--- config.mk ---
export PLATFORM = sky130hd
export DESIGN_NAME = aes_sbox
export DESIGN_NICKNAME = d
export VERILOG_FILES = /design/src/rtl/aes_sbox.sv
export SDC_FILE = /design/constraint.sdc
export NUM_CORES = 1
export LEC_CHECK = 0
export ABC_AREA = 0
export CAP_MARGIN = 20
export CORE_MARGIN = 2
export CORE_UTILIZATION = 55
export CTS_CLUSTER_SIZE = 20
export DETAILED_ROUTE_END_ITERATION = 8
export PLACE_DENSITY = 0.83
export SLEW_MARGIN = 20
export SYNTH_ARGS = -nofsm -noshare
export SYNTH_HDL_FRONTEND = slang
export SYNTH_SLANG_ARGS = --single-unit
--- constraint.sdc ---
create_clock -name clk -period 1.5 [get_ports clk]
set_clock_uncertainty 0.1 [all_clocks]
set_input_delay 0.375 -clock clk [delete_from_list [all_inputs] [get_ports clk]]
set_output_delay 0.375 -clock clk [all_outputs]
set_load 0.005 [all_outputs]
--- src/rtl/aes_sbox.sv ---
// ============================================================================
// aes_sbox -- AES SubBytes / InvSubBytes byte substitution, registered.
//
// The substitution is computed arithmetically: multiplicative inverse in
// GF(2^8) (mod x^8+x^4+x^3+x+1, inv(0)=0) combined with the AES affine
// transform.  The inversion is done in the composite field GF((2^4)^2):
//   GF(2^4) = GF(2)[w]/(w^4+w+1)
//   GF(2^8) ~ GF(2^4)[Y]/(Y^2+Y+lambda)
// The change-of-basis matrices (isomorphism map and its inverse) are derived
// at elaboration time by constant functions: a root w of w^4+w+1 and a root
// Y of Y^2+Y+lambda are searched for inside the AES field, which fixes the
// basis {1,w,w^2,w^3, Y,wY,w^2Y,w^3Y}.  In hardware the maps collapse to
// fixed XOR networks; no lookup table is built.
//
// Parameters:
//   INVERSE  0 = forward S-box, 1 = inverse S-box (InvSubBytes)
//
// Compile-time option:
//   SBOX_PIPE_EN  when defined, adds a register stage at the GF(2^4)
//                 boundary (after iso map + square/scale/multiply, before
//                 the GF(2^4) inverse).  Latency becomes 2 cycles; my_x is
//                 delayed to match.  Undefined: 1-cycle latency.
//
// Ports:
//   clk   in   1  rising-edge clock
//   rst   in   1  asynchronous active-low reset, clears every register
//   x     in   8  byte to substitute, sampled every rising edge
//   y     out  8  registered S(x) (or InvS(x) when INVERSE=1)
//   my_x  out  8  registered copy of x, aligned with y
// ============================================================================
module aes_sbox #(
  parameter bit INVERSE = 1'b0
) (
  input  logic       clk,
  input  logic       rst,
  input  logic [7:0] x,
  output logic [7:0] y,
  output logic [7:0] my_x
);

  localparam logic [7:0] FWD_AFF_C = 8'h63;
  localparam logic [7:0] INV_AFF_C = 8'h05;

  // --------------------------------------------------------------------------
  // Field arithmetic helpers
  // --------------------------------------------------------------------------

  // GF(2^8) multiply, AES polynomial.  Only used at elaboration time.
  function automatic logic [7:0] gf8_mul(input logic [7:0] a, input logic [7:0] b);
    logic [7:0] acc;
    logic [7:0] sh;
    acc = 8'h00;
    sh  = a;
    for (int i = 0; i < 8; i++) begin
      if (b[i]) acc = acc ^ sh;
      sh = {sh[6:0], 1'b0} ^ (sh[7] ? 8'h1b : 8'h00);
    end
    return acc;
  endfunction

  // GF(2^4) multiply mod w^4+w+1.
  function automatic logic [3:0] gf4_mul(input logic [3:0] a, input logic [3:0] b);
    logic [3:0] acc;
    logic [3:0] sh;
    acc = 4'h0;
    sh  = a;
    for (int i = 0; i < 4; i++) begin
      if (b[i]) acc = acc ^ sh;
      sh = {sh[2:0], 1'b0} ^ (sh[3] ? 4'h3 : 4'h0);
    end
    return acc;
  endfunction

  // GF(2^4) squaring is linear: (a3 w^3 + a2 w^2 + a1 w + a0)^2 reduced
  // with w^4 = w+1, w^6 = w^3+w^2.
  function automatic logic [3:0] gf4_sq(input logic [3:0] a);
    return {a[3], a[3] ^ a[1], a[2], a[2] ^ a[0]};
  endfunction

  // a^-1 = a^14 = a^8 * a^4 * a^2; maps 0 to 0 as required.
  function automatic logic [3:0] gf4_inv(input logic [3:0] a);
    logic [3:0] a2;
    logic [3:0] a4;
    logic [3:0] a8;
    a2 = gf4_sq(a);
    a4 = gf4_sq(a2);
    a8 = gf4_sq(a4);
    return gf4_mul(gf4_mul(a8, a4), a2);
  endfunction

  // Root of w^4+w+1 inside GF(2^8) (embeds GF(2^4) as a subfield).
  function automatic logic [7:0] find_w();
    logic [7:0] r;
    logic [7:0] e8;
    logic [7:0] e2;
    r = 8'h00;
    for (int e = 2; e < 256; e++) begin
      e8 = e[7:0];
      e2 = gf8_mul(e8, e8);
      if (r == 8'h00 && (gf8_mul(e2, e2) ^ e8 ^ 8'h01) == 8'h00) r = e8;
    end
    return r;
  endfunction

  // Smallest lambda in GF(2^4) for which Y^2+Y+lambda has no root in
  // GF(2^4), i.e. the quadratic extension polynomial is irreducible.
  function automatic logic [3:0] find_lambda();
    logic [3:0] lam;
    logic [3:0] t4;
    logic       hit;
    lam = 4'h0;
    for (int l = 1; l < 16; l++) begin
      hit = 1'b0;
      for (int t = 0; t < 16; t++) begin
        t4 = t[3:0];
        if ((gf4_mul(t4, t4) ^ t4) == l[3:0]) hit = 1'b1;
      end
      if (!hit && lam == 4'h0) lam = l[3:0];
    end
    return lam;
  endfunction

  // Image of a GF(2^4) element (polynomial basis in w) inside GF(2^8).
  function automatic logic [7:0] embed(input logic [3:0] v, input logic [7:0] w);
    logic [7:0] acc;
    logic [7:0] pw;
    acc = 8'h00;
    pw  = 8'h01;
    for (int i = 0; i < 4; i++) begin
      if (v[i]) acc = acc ^ pw;
      pw = gf8_mul(pw, w);
    end
    return acc;
  endfunction

  // Root Y of Y^2+Y+lambda inside GF(2^8).
  function automatic logic [7:0] find_y(input logic [3:0] lam, input logic [7:0] w);
    logic [7:0] ll;
    logic [7:0] r;
    logic [7:0] e8;
    logic       found;
    ll    = embed(lam, w);
    r     = 8'h00;
    found = 1'b0;
    for (int e = 0; e < 256; e++) begin
      e8 = e[7:0];
      if (!found && (gf8_mul(e8, e8) ^ e8 ^ ll) == 8'h00) begin
        r     = e8;
        found = 1'b1;
      end
    end
    return r;
  endfunction

  // Composite element {h,l} = h*Y + l, expressed in the AES basis.
  function automatic logic [7:0] comp_to_std(input logic [7:0] c, input logic [7:0] w,
                                             input logic [7:0] yr);
    return gf8_mul(embed(c[7:4], w), yr) ^ embed(c[3:0], w);
  endfunction

  // Columns of the composite->AES matrix (column j = image of bit j).
  function automatic logic [63:0] build_map_cols(input logic [7:0] w, input logic [7:0] yr);
    logic [63:0] cols;
    cols = '0;
    for (int j = 0; j < 8; j++) begin
      cols[8*j +: 8] = comp_to_std(8'h01 << j, w, yr);
    end
    return cols;
  endfunction

  // Columns of the AES->composite matrix: for every unit vector e_j find the
  // composite element that maps onto it (the map is a bijection).
  function automatic logic [63:0] build_iso_cols(input logic [7:0] w, input logic [7:0] yr);
    logic [63:0] cols;
    logic [7:0]  c8;
    logic [7:0]  s;
    cols = '0;
    for (int c = 0; c < 256; c++) begin
      c8 = c[7:0];
      s  = comp_to_std(c8, w, yr);
      for (int j = 0; j < 8; j++) begin
        if (s == (8'h01 << j)) cols[8*j +: 8] = c8;
      end
    end
    return cols;
  endfunction

  // Apply a constant 8x8 GF(2) matrix given as columns: a pure XOR network.
  function automatic logic [7:0] lin_map(input logic [7:0] v, input logic [63:0] cols);
    logic [7:0] acc;
    acc = 8'h00;
    for (int j = 0; j < 8; j++) begin
      if (v[j]) acc = acc ^ cols[8*j +: 8];
    end
    return acc;
  endfunction

  localparam logic [7:0]  W_ROOT   = find_w();
  localparam logic [3:0]  LAMBDA   = find_lambda();
  localparam logic [7:0]  Y_ROOT   = find_y(LAMBDA, W_ROOT);
  localparam logic [63:0] ISO_COLS = build_iso_cols(W_ROOT, Y_ROOT);
  localparam logic [63:0] MAP_COLS = build_map_cols(W_ROOT, Y_ROOT);

  // Multiply by the constant lambda.
  function automatic logic [3:0] gf4_scale(input logic [3:0] a);
    return gf4_mul(a, LAMBDA);
  endfunction

  // --------------------------------------------------------------------------
  // Stage A: optional inverse affine, isomorphism map, then
  //   (hY + l)^-1 = (h*Y + (h+l)) * d^-1,  d = lambda*h^2 + l*(h+l)
  // --------------------------------------------------------------------------
  logic [7:0] pre_a;
  logic [7:0] q_a;
  logic [3:0] h_a;
  logic [3:0] l_a;
  logic [3:0] hl_a;
  logic [3:0] d_a;

  assign q_a  = lin_map(pre_a, ISO_COLS);
  assign h_a  = q_a[7:4];
  assign l_a  = q_a[3:0];
  assign hl_a = h_a ^ l_a;
  assign d_a  = gf4_scale(gf4_sq(h_a)) ^ gf4_mul(l_a, hl_a);

  // --------------------------------------------------------------------------
  // Optional register at the GF(2^4) boundary
  // --------------------------------------------------------------------------
  logic [3:0] h_b;
  logic [3:0] hl_b;
  logic [3:0] d_b;
  logic [7:0] x_b;

`ifdef SBOX_PIPE_EN
  logic [3:0] h_reg;
  logic [3:0] hl_reg;
  logic [3:0] d_reg;
  logic [7:0] x_reg;

  always_ff @(posedge clk or negedge rst) begin
    if (!rst) begin
      h_reg  <= 4'h0;
      hl_reg <= 4'h0;
      d_reg  <= 4'h0;
      x_reg  <= 8'h00;
    end else begin
      h_reg  <= h_a;
      hl_reg <= hl_a;
      d_reg  <= d_a;
      x_reg  <= x;
    end
  end

  assign h_b  = h_reg;
  assign hl_b = hl_reg;
  assign d_b  = d_reg;
  assign x_b  = x_reg;
`else
  assign h_b  = h_a;
  assign hl_b = hl_a;
  assign d_b  = d_a;
  assign x_b  = x;
`endif

  // --------------------------------------------------------------------------
  // Stage B: GF(2^4) inverse, the two products, inverse map
  // --------------------------------------------------------------------------
  logic [3:0] di_b;
  logic [7:0] inv_b;
  logic [7:0] y_next;

  assign di_b  = gf4_inv(d_b);
  assign inv_b = lin_map({gf4_mul(h_b, di_b), gf4_mul(hl_b, di_b)}, MAP_COLS);

  // Affine step: before the inversion for InvS, after it for S.
  genvar gi;
  generate
    if (INVERSE) begin : g_inv
      for (gi = 0; gi < 8; gi++) begin : g_aff
        assign pre_a[gi] = x[(gi + 2) % 8] ^ x[(gi + 5) % 8] ^ x[(gi + 7) % 8]
                         ^ INV_AFF_C[gi];
      end
      assign y_next = inv_b;
    end else begin : g_fwd
      assign pre_a = x;
      for (gi = 0; gi < 8; gi++) begin : g_aff
        assign y_next[gi] = inv_b[gi] ^ inv_b[(gi + 4) % 8] ^ inv_b[(gi + 5) % 8]
                          ^ inv_b[(gi + 6) % 8] ^ inv_b[(gi + 7) % 8] ^ FWD_AFF_C[gi];
      end
    end
  endgenerate

  // --------------------------------------------------------------------------
  // Output registers: y and my_x come straight from flops
  // --------------------------------------------------------------------------
  logic [7:0] y_reg;
  logic [7:0] my_x_reg;

  always_ff @(posedge clk or negedge rst) begin
    if (!rst) begin
      y_reg    <= 8'h00;
      my_x_reg <= 8'h00;
    end else begin
      y_reg    <= y_next;
      my_x_reg <= x_b;
    end
  end

  assign y    = y_reg;
  assign my_x = my_x_reg;

endmodule

==> flow_summary.yaml, run 1 <==
status:
  status: "aborted with a tool error"
  failing_step: "global routing (5_1_grt)"
  error: "[ERROR DPL-0038] Utilization greater than 100%, impossible to legalize"
logic_synthesis:
  ys_seq_area_share_pct: 17.1
  async_reset_ff_share_pct: 100
  synth_edf_count: 0
  synth_nets: 288
  yosys.area.top_type: "dfrtp_1"
  yosysTopAreaCellShare_pct: 17.1
  netlist-cell-type-count: 59
  synthCells: 275
  syn-mean-instance-area_um2: 8.51
  synthFlopType: "dfrtp_1"
  synthTopCellsByArea: "dfrtp_1, xnor2_1, xor2_1"
  yosys_register_bits: 16
  ys_warn_count: 0
  synth_area_um2: 2340
placed_design:
  hpwl_mm: 6.02
  postPlaceCellArea_um2: 3440
  place_congestion: 1.03
  port_buffers: 25
  dp.cells: 427
die:
  start_util_pct: 57.7
  io_pins: 26
  die_h_um: 69.2
  die_w_um: 69.2
  rows: 23
clock_tree:
  clk_path_buf_depth: 2
  clock-sinks: 16
  cts_hold_buf: 0
  cts_root_buf: "clkbuf_8"
  numCtsBuffers: 3
  htree_levels: 1
sta:
  worstEndpointGrtRepair: "y[1]$_DFF_PN0_/D"
  worst-ep-kind: "register input"
global_routing:
  grt_max_degree: 20
## Yosys cell counts (3+ instances only)
master and instances:
nor3_1 9, dfrtp_1 16, nand3_1 10, xnor2_2 5, a31oi_1 3, o21ai_1 4
buf_2 7, o22ai_1 6, inv_1 6, a211oi_1 5, a21oi_1 16, nand2_1 22
ha_1 3, nor2_1 19, clkbuf_1 8, mux2i_1 3, o21ai_0 14, xor2_2 5
o211ai_1 3, xnor2_1 41, a211o_1 3, xor2_1 16
## metrics by stage
step / utilization [%] / worst slack (ns)
2_1_floorplan: - / -3.62
3_3_place_gp: 84.9 / -4.27
3_5_place_dp: 84.9 / -4.57
4_1_cts: 96.8 / -3.57
## timing repair
item,in CTS
gates resized for setup,92
endpoints found under the setup margin,24
gates cloned,1
pin swaps,32
buffers inserted,20
## logic make-up after synthesis
group | synth area share [%]
AO/OA/AOI/OAI | 25.3
buffers and inverters | 5.50
AND/OR/NAND/NOR | 15.7
multiplexers | 1.28
adder cells (fa/ha/maj) | 1.60
flip-flops | 17.1
XOR/XNOR | 33.5
==> run 2: changes to the inputs <==
- CORE_UTILIZATION: 55 -> 40
- CTS_CLUSTER_SIZE: 20 -> not set
- PLACE_DENSITY: 0.83 -> not set
- PLACE_DENSITY_LB_ADDON: not set -> 0.15
==> run 2 against run 1 <==
The flow now finishes, with violations (negative setup slack); synthesized area unchanged; synthesized cell count unchanged.
==> flow_summary.yaml, run 2 <==
status:
  status: "finished, violations left"
  violations: "negative setup slack"
placed_design:
  port_buffers: 25
  place_congestion: 0.915
  postPlaceCellArea_um2: 3500
  hpwl_mm: 5.15
  pre_cts_slack_ns: -4.40
finish:
  final_common_cell: "buf_4"
  regArea_um2: 400
  final_cell_mix: "buf_4, xnor2_2, nand2_1"
  nNetsFinal: 420
  multi_input_area_um2: 2360
  fin_area_um2: 4180
  drive_gt1_share_pct: 54.9
  syn_to_final_growth_pct: 78.7
  fillers: 387
  n_antenna_cell: 0
logic_synthesis:
  synth_area_um2: 2340
  ys_warn_count: 0
  yosys_register_bits: 16
  post-synth-top-count-cell: "xnor2_1"
  async_reset_ff_share_pct: 100
  netlist-cell-type-count: 59
  synth_edf_count: 0
  synth_nets: 288
  synthCells: 275
  yosys.area.top_type: "dfrtp_1"
  synth_common_cells: "xnor2_1, nand2_1, nor2_1"
  synthFlopType: "dfrtp_1"
  syn-mean-instance-area_um2: 8.51
  yosysTopAreaCellShare_pct: 17.1
  ys_seq_area_share_pct: 17.1
  synthTopCellsByArea: "dfrtp_1, xnor2_1, xor2_1"
critical_path:
  critPathSlowestCell: "or3_4"
  critPathMaxStageDelay_ns: 0.41
  cp-start-kind: "input port"
  cp_max_fo: 6
  cp_data_required_time_ns: 1.57
  crit_path_start: "x[5]"
  crit_top_cell: "xnor2_2"
  worstPathArrival_ns: 5.09
  path_class: "in2reg"
  end_kind: "register"
global_routing:
  grt_pass1_wl_mm: 11.9
  grt_pass1_vias: 2445
  grt_max_degree: 20
  track_usage_pct: 23.5
  grt_overflow: 0
  antenna_found_initial: 0
detailed_routing:
  dr_total_vias: 2582
  avgViaCountPerCell: 5.40
  drt_iter0_drc: 179
  wl_per_cell_um: 16.1
  final_antenna_net_count: 0
  drc: 0
  dr.pass1.iters: 4
  routed_wl_mm: 7.68
sta:
  fin_crit_ns: 5.02
  relSlewSlack_pct: 67.0
  rsz0062_at_grt: "true"
  finalHoldViolCount: 0
  post-route-worst-setup-slack_ns: -3.52
  fin_crit_sh_pct: 335
  worstMarginPinSlew_ns: 0.492
  setup_violations: 8
  maxSlewViolCount: 0
  whs_ns: 0.237
  max_freq_mhz: 199
die:
  core_um2: 5570
  io_pins: 26
  die-area_um2: 6480
  die_w_um: 80.5
  start_util_pct: 42.0
  die_h_um: 80.5
  rows: 27
flow_run:
  cap_viol_max_count: 0
min_path:
  worstHoldStart: "x[7]"
  hold_class: "in2reg"
  hold_depth: 2
  hold_end: "my_x[7]$_DFF_PN0_"
clock_tree:
  clk_path_buf_depth: 2
  tritoncts: "built"
  clock-sinks: 16
  htree_levels: 1
  cts_root_buf: "clkbuf_8"
  numCtsBuffers: 3
  clk_pin_slew_ns: 0.06
  cts_hold_buf: 0
## run 2: cell counts after synthesis
No cell type changed its count.
## run 2: what timing repair did
item / 4_1_cts / 5_1_grt
buffers inserted: 19 / 11
pin swaps: 34 / 43
resized for setup: 89 / 37
endpoints found under the setup margin: 24 / 8
## run 2: cell families after synthesis
family          synth area share (%)
simple gates                    15.7
mux                             1.28
flops                           17.1
compound gates                  25.3
fa+ha+maj                       1.60
buf+inv                         5.50
xor+xnor                        33.5
## run 2: stage by stage
| step | util, % | instances | setup TNS [ns] |
|---|---|---|---|
| floorplan | - | 275 | -27.76 |
| global placement | 62.7 | 449 | -32.72 |
| detailed placement | 62.7 | 449 | -34.12 |
| CTS | 71.0 | 471 | -26.34 |
| global route | 75.0 | 478 | -28.68 |
| finish | 75.0 | 478 | -27.34 |
## run 2: how the worst max path moves through the flow
stage | endpoint | slack [ns] | cells past startpoint
after floorplan | y[5]$_DFF_PN0_ | -3.62 | 25
after global placement | y[1]$_DFF_PN0_ | -4.21 | 23
after detailed placement | y[1]$_DFF_PN0_ | -4.40 | 23
after CTS | y[1]$_DFF_PN0_ | -3.42 | 24
after global routing | y[5]$_DFF_PN0_ | -3.66 | 25
final | y[5]$_DFF_PN0_ | -3.52 | 25
## run 2: worst max-delay path, delay by kind of cell
family	cells	cell delay, ns
XOR/XNOR	9	1.86
AO/OA/AOI/OAI	6	1.12
buffers and inverters	7	0.97
AND/OR/NAND/NOR	2	0.48
adder cells (fa/ha/maj)	1	0.27
## run 2: layout make-up
type / count / area share [%]
clock buffer: 4 / 1.32
inverter: 6 / 0.658
multi-input combinational: 233 / 56.5
sequential: 16 / 9.57
tap: 72 / 2.15
timing repair buffer: 147 / 29.8
## run 2: metal layers
| metal | up-vias | wire length [um] | GRT usage (%) |
|---|---|---|---|
| met5 | - | 0 | 0 |
| met4 | 0 | 83 | 3.90 |
| met3 | 12 | 404 | 2.92 |
| met2 | 91 | 3980 | 39.3 |
| met1 | 1243 | 3210 | 32.8 |
| li1 | 1236 | - | - |
Power of run 2 is left out: the tool's default activity adds up to more than one toggle a clock period on the data nets, which glitch-free logic cannot reach.
==> run 3: changes to the inputs <==
- clock period: 1.5 -> 6.5 ns (I/O delays scaled with it)
==> run 3 against run 2 <==
The run now ends clean; sequential share of layout area up 0.85 points; non-clock buffer count down 29; clock-buffer cell count unchanged; core utilization down 6.2 points; worst hold slack better by 1.4 ns; critical path type unchanged; highest routed layer unchanged.
==> flow_summary.yaml, run 3 (synthesized netlist as in run 2, its figures left out) <==
detailed_routing:
  wl_per_cell_um: 15.3
  routed_wl_mm: 6.89
  final_antenna_net_count: 0
  drc: 0
  dr.pass1.iters: 4
  avgViaCountPerCell: 5.38
  drt_iter0_drc: 217
  dr_total_vias: 2420
critical_path:
  worstPathArrival_ns: 6.38
  path_class: "in2reg"
  cp_data_required_time_ns: 6.59
  cp_max_fo: 19
  cp-start-kind: "input port"
  end_kind: "register"
die:
  die_h_um: 80.5
  core_um2: 5570
  rows: 27
  io_pins: 26
  die_w_um: 80.5
  start_util_pct: 42.0
  die-area_um2: 6480
finish:
  fillers: 428
  multi_input_area_um2: 2210
  final_common_cell: "buf_4"
  syn_to_final_growth_pct: 64.0
  final_cell_mix: "buf_4, xnor2_1, nand2_1"
  nNetsFinal: 392
  n_antenna_cell: 0
  drive_gt1_share_pct: 46.0
  regArea_um2: 400
global_routing:
  antenna_found_initial: 0
  grt_pass1_wl_mm: 10.8
  met3_usage_pct: 1.91
  grt.met2_usage_pct: 35.3
  met1_usage_pct: 29.3
  track_usage_pct: 21.0
  grt_max_degree: 20
  busiest_layer: "met2"
  grt_overflow: 0
  grt_pass1_vias: 2263
sta:
  relSlewSlack_pct: 46.9
  fin_crit_ns: 6.29
  rsz0062_at_grt: "true"
  finalHoldViolCount: 0
  setup_violations: 0
  worstMarginPinSlew_ns: 0.794
  fin_crit_sh_pct: 96.8
  maxSlewViolCount: 0
  max_freq_mhz: 159
  post-route-worst-setup-slack_ns: 0.209
placed_design:
  port_buffers: 25
  pre_cts_slack_ns: -0.617
  place_congestion: 0.888
  hpwl_mm: 4.75
clock_tree:
  numCtsBuffers: 3
  tritoncts: "built"
  cts_hold_buf: 0
  clk_pin_slew_ns: 0.07
  cts_root_buf: "clkbuf_8"
  htree_levels: 1
  clock-sinks: 16
  clk_path_buf_depth: 2
flow_run:
  cap_viol_max_count: 0
min_path:
  hold_class: "in2reg"
status:
  status: "finished clean"
[run 3: cell count changes in the layout (fill, tap and decap cells not counted), sizes merged]
cell / before / now
clkinvlp: 0 / 1
buf: 126 / 91
clkbuf: 5 / 7
dlygate4sd2: 18 / 2
clkdlybuf4s50: 1 / 21
[run 3: layout make-up]
class / count / area share, %
tap: 72 / 2.35
multi-input combinational: 233 / 57.6
timing repair inverter: 1 / 0.196
clock buffer: 4 / 1.43
inverter: 6 / 0.652
sequential: 16 / 10.4
timing repair buffer: 118 / 27.4
[run 3: repair_timing]
action / 4_1_cts / 5_1_grt
hold endpoints to repair: 0 / 0
setup endpoints to repair: 8 / 8
pin swaps: 28 / 31
gates cloned: 1 / 2
buffers inserted: 11 / 6
gates resized for setup: 27 / 32
[run 3: worst max-delay path: stages]
cell           delay [ns]
dlygate4sd2_1        0.32
buf_4                0.28
inv_1                0.08
xnor3_1              0.38
or3_4                0.35
a31oi_4              0.17
xor2_2               0.23
xnor2_2              0.16
xnor2_2              0.12
ha_4                 0.36
inv_4                0.06
buf_4                0.13
nor3_1               0.27
a211oi_2             0.10
o32ai_4              0.29
xor2_4               0.13
buf_12               0.16
buf_6                0.12
a21oi_1              0.17
o22ai_2              0.12
xor2_2               0.20
xnor2_1              0.21
xnor2_1              0.16
xnor2_1              0.14
[run 3: routing by layer]
metal  share of wire (%)  vias to the layer above
li1                    -                     1174
met1                  43                     1168
met2                  51                       66
met3                 4.7                       12
met4                 1.3                        0
met5                   0                        -
[run 3: final timing paths]
| check | from | end | depth (start not counted) |
|---|---|---|---|
| worst max-delay path | x[4] | y[5]$_DFF_PN0_ | 24 |
| worst min-delay path | x[5] | my_x[5]$_DFF_PN0_ | 3 |
| max in group asynchronous | rst | my_x[4]$_DFF_PN0_ | 1 |
| min in group asynchronous | rst | my_x[1]$_DFF_PN0_ | 1 |
[run 3: stage by stage]
stage	area [um^2]	hold slack, ns	setup TNS (ns)	instances	util, %
2_1_floorplan	2500	1.23	0	275	-
3_3_place_gp	3290	1.98	-3.53	427	59.1
3_5_place_dp	3290	2.00	-3.93	427	59.1
4_1_cts	3570	1.73	0	442	64.0
5_1_grt	3840	1.68	-0.0632	450	68.9
6_report	3840	1.67	0	450	68.9
Power of run 3 is left out for the same reason.
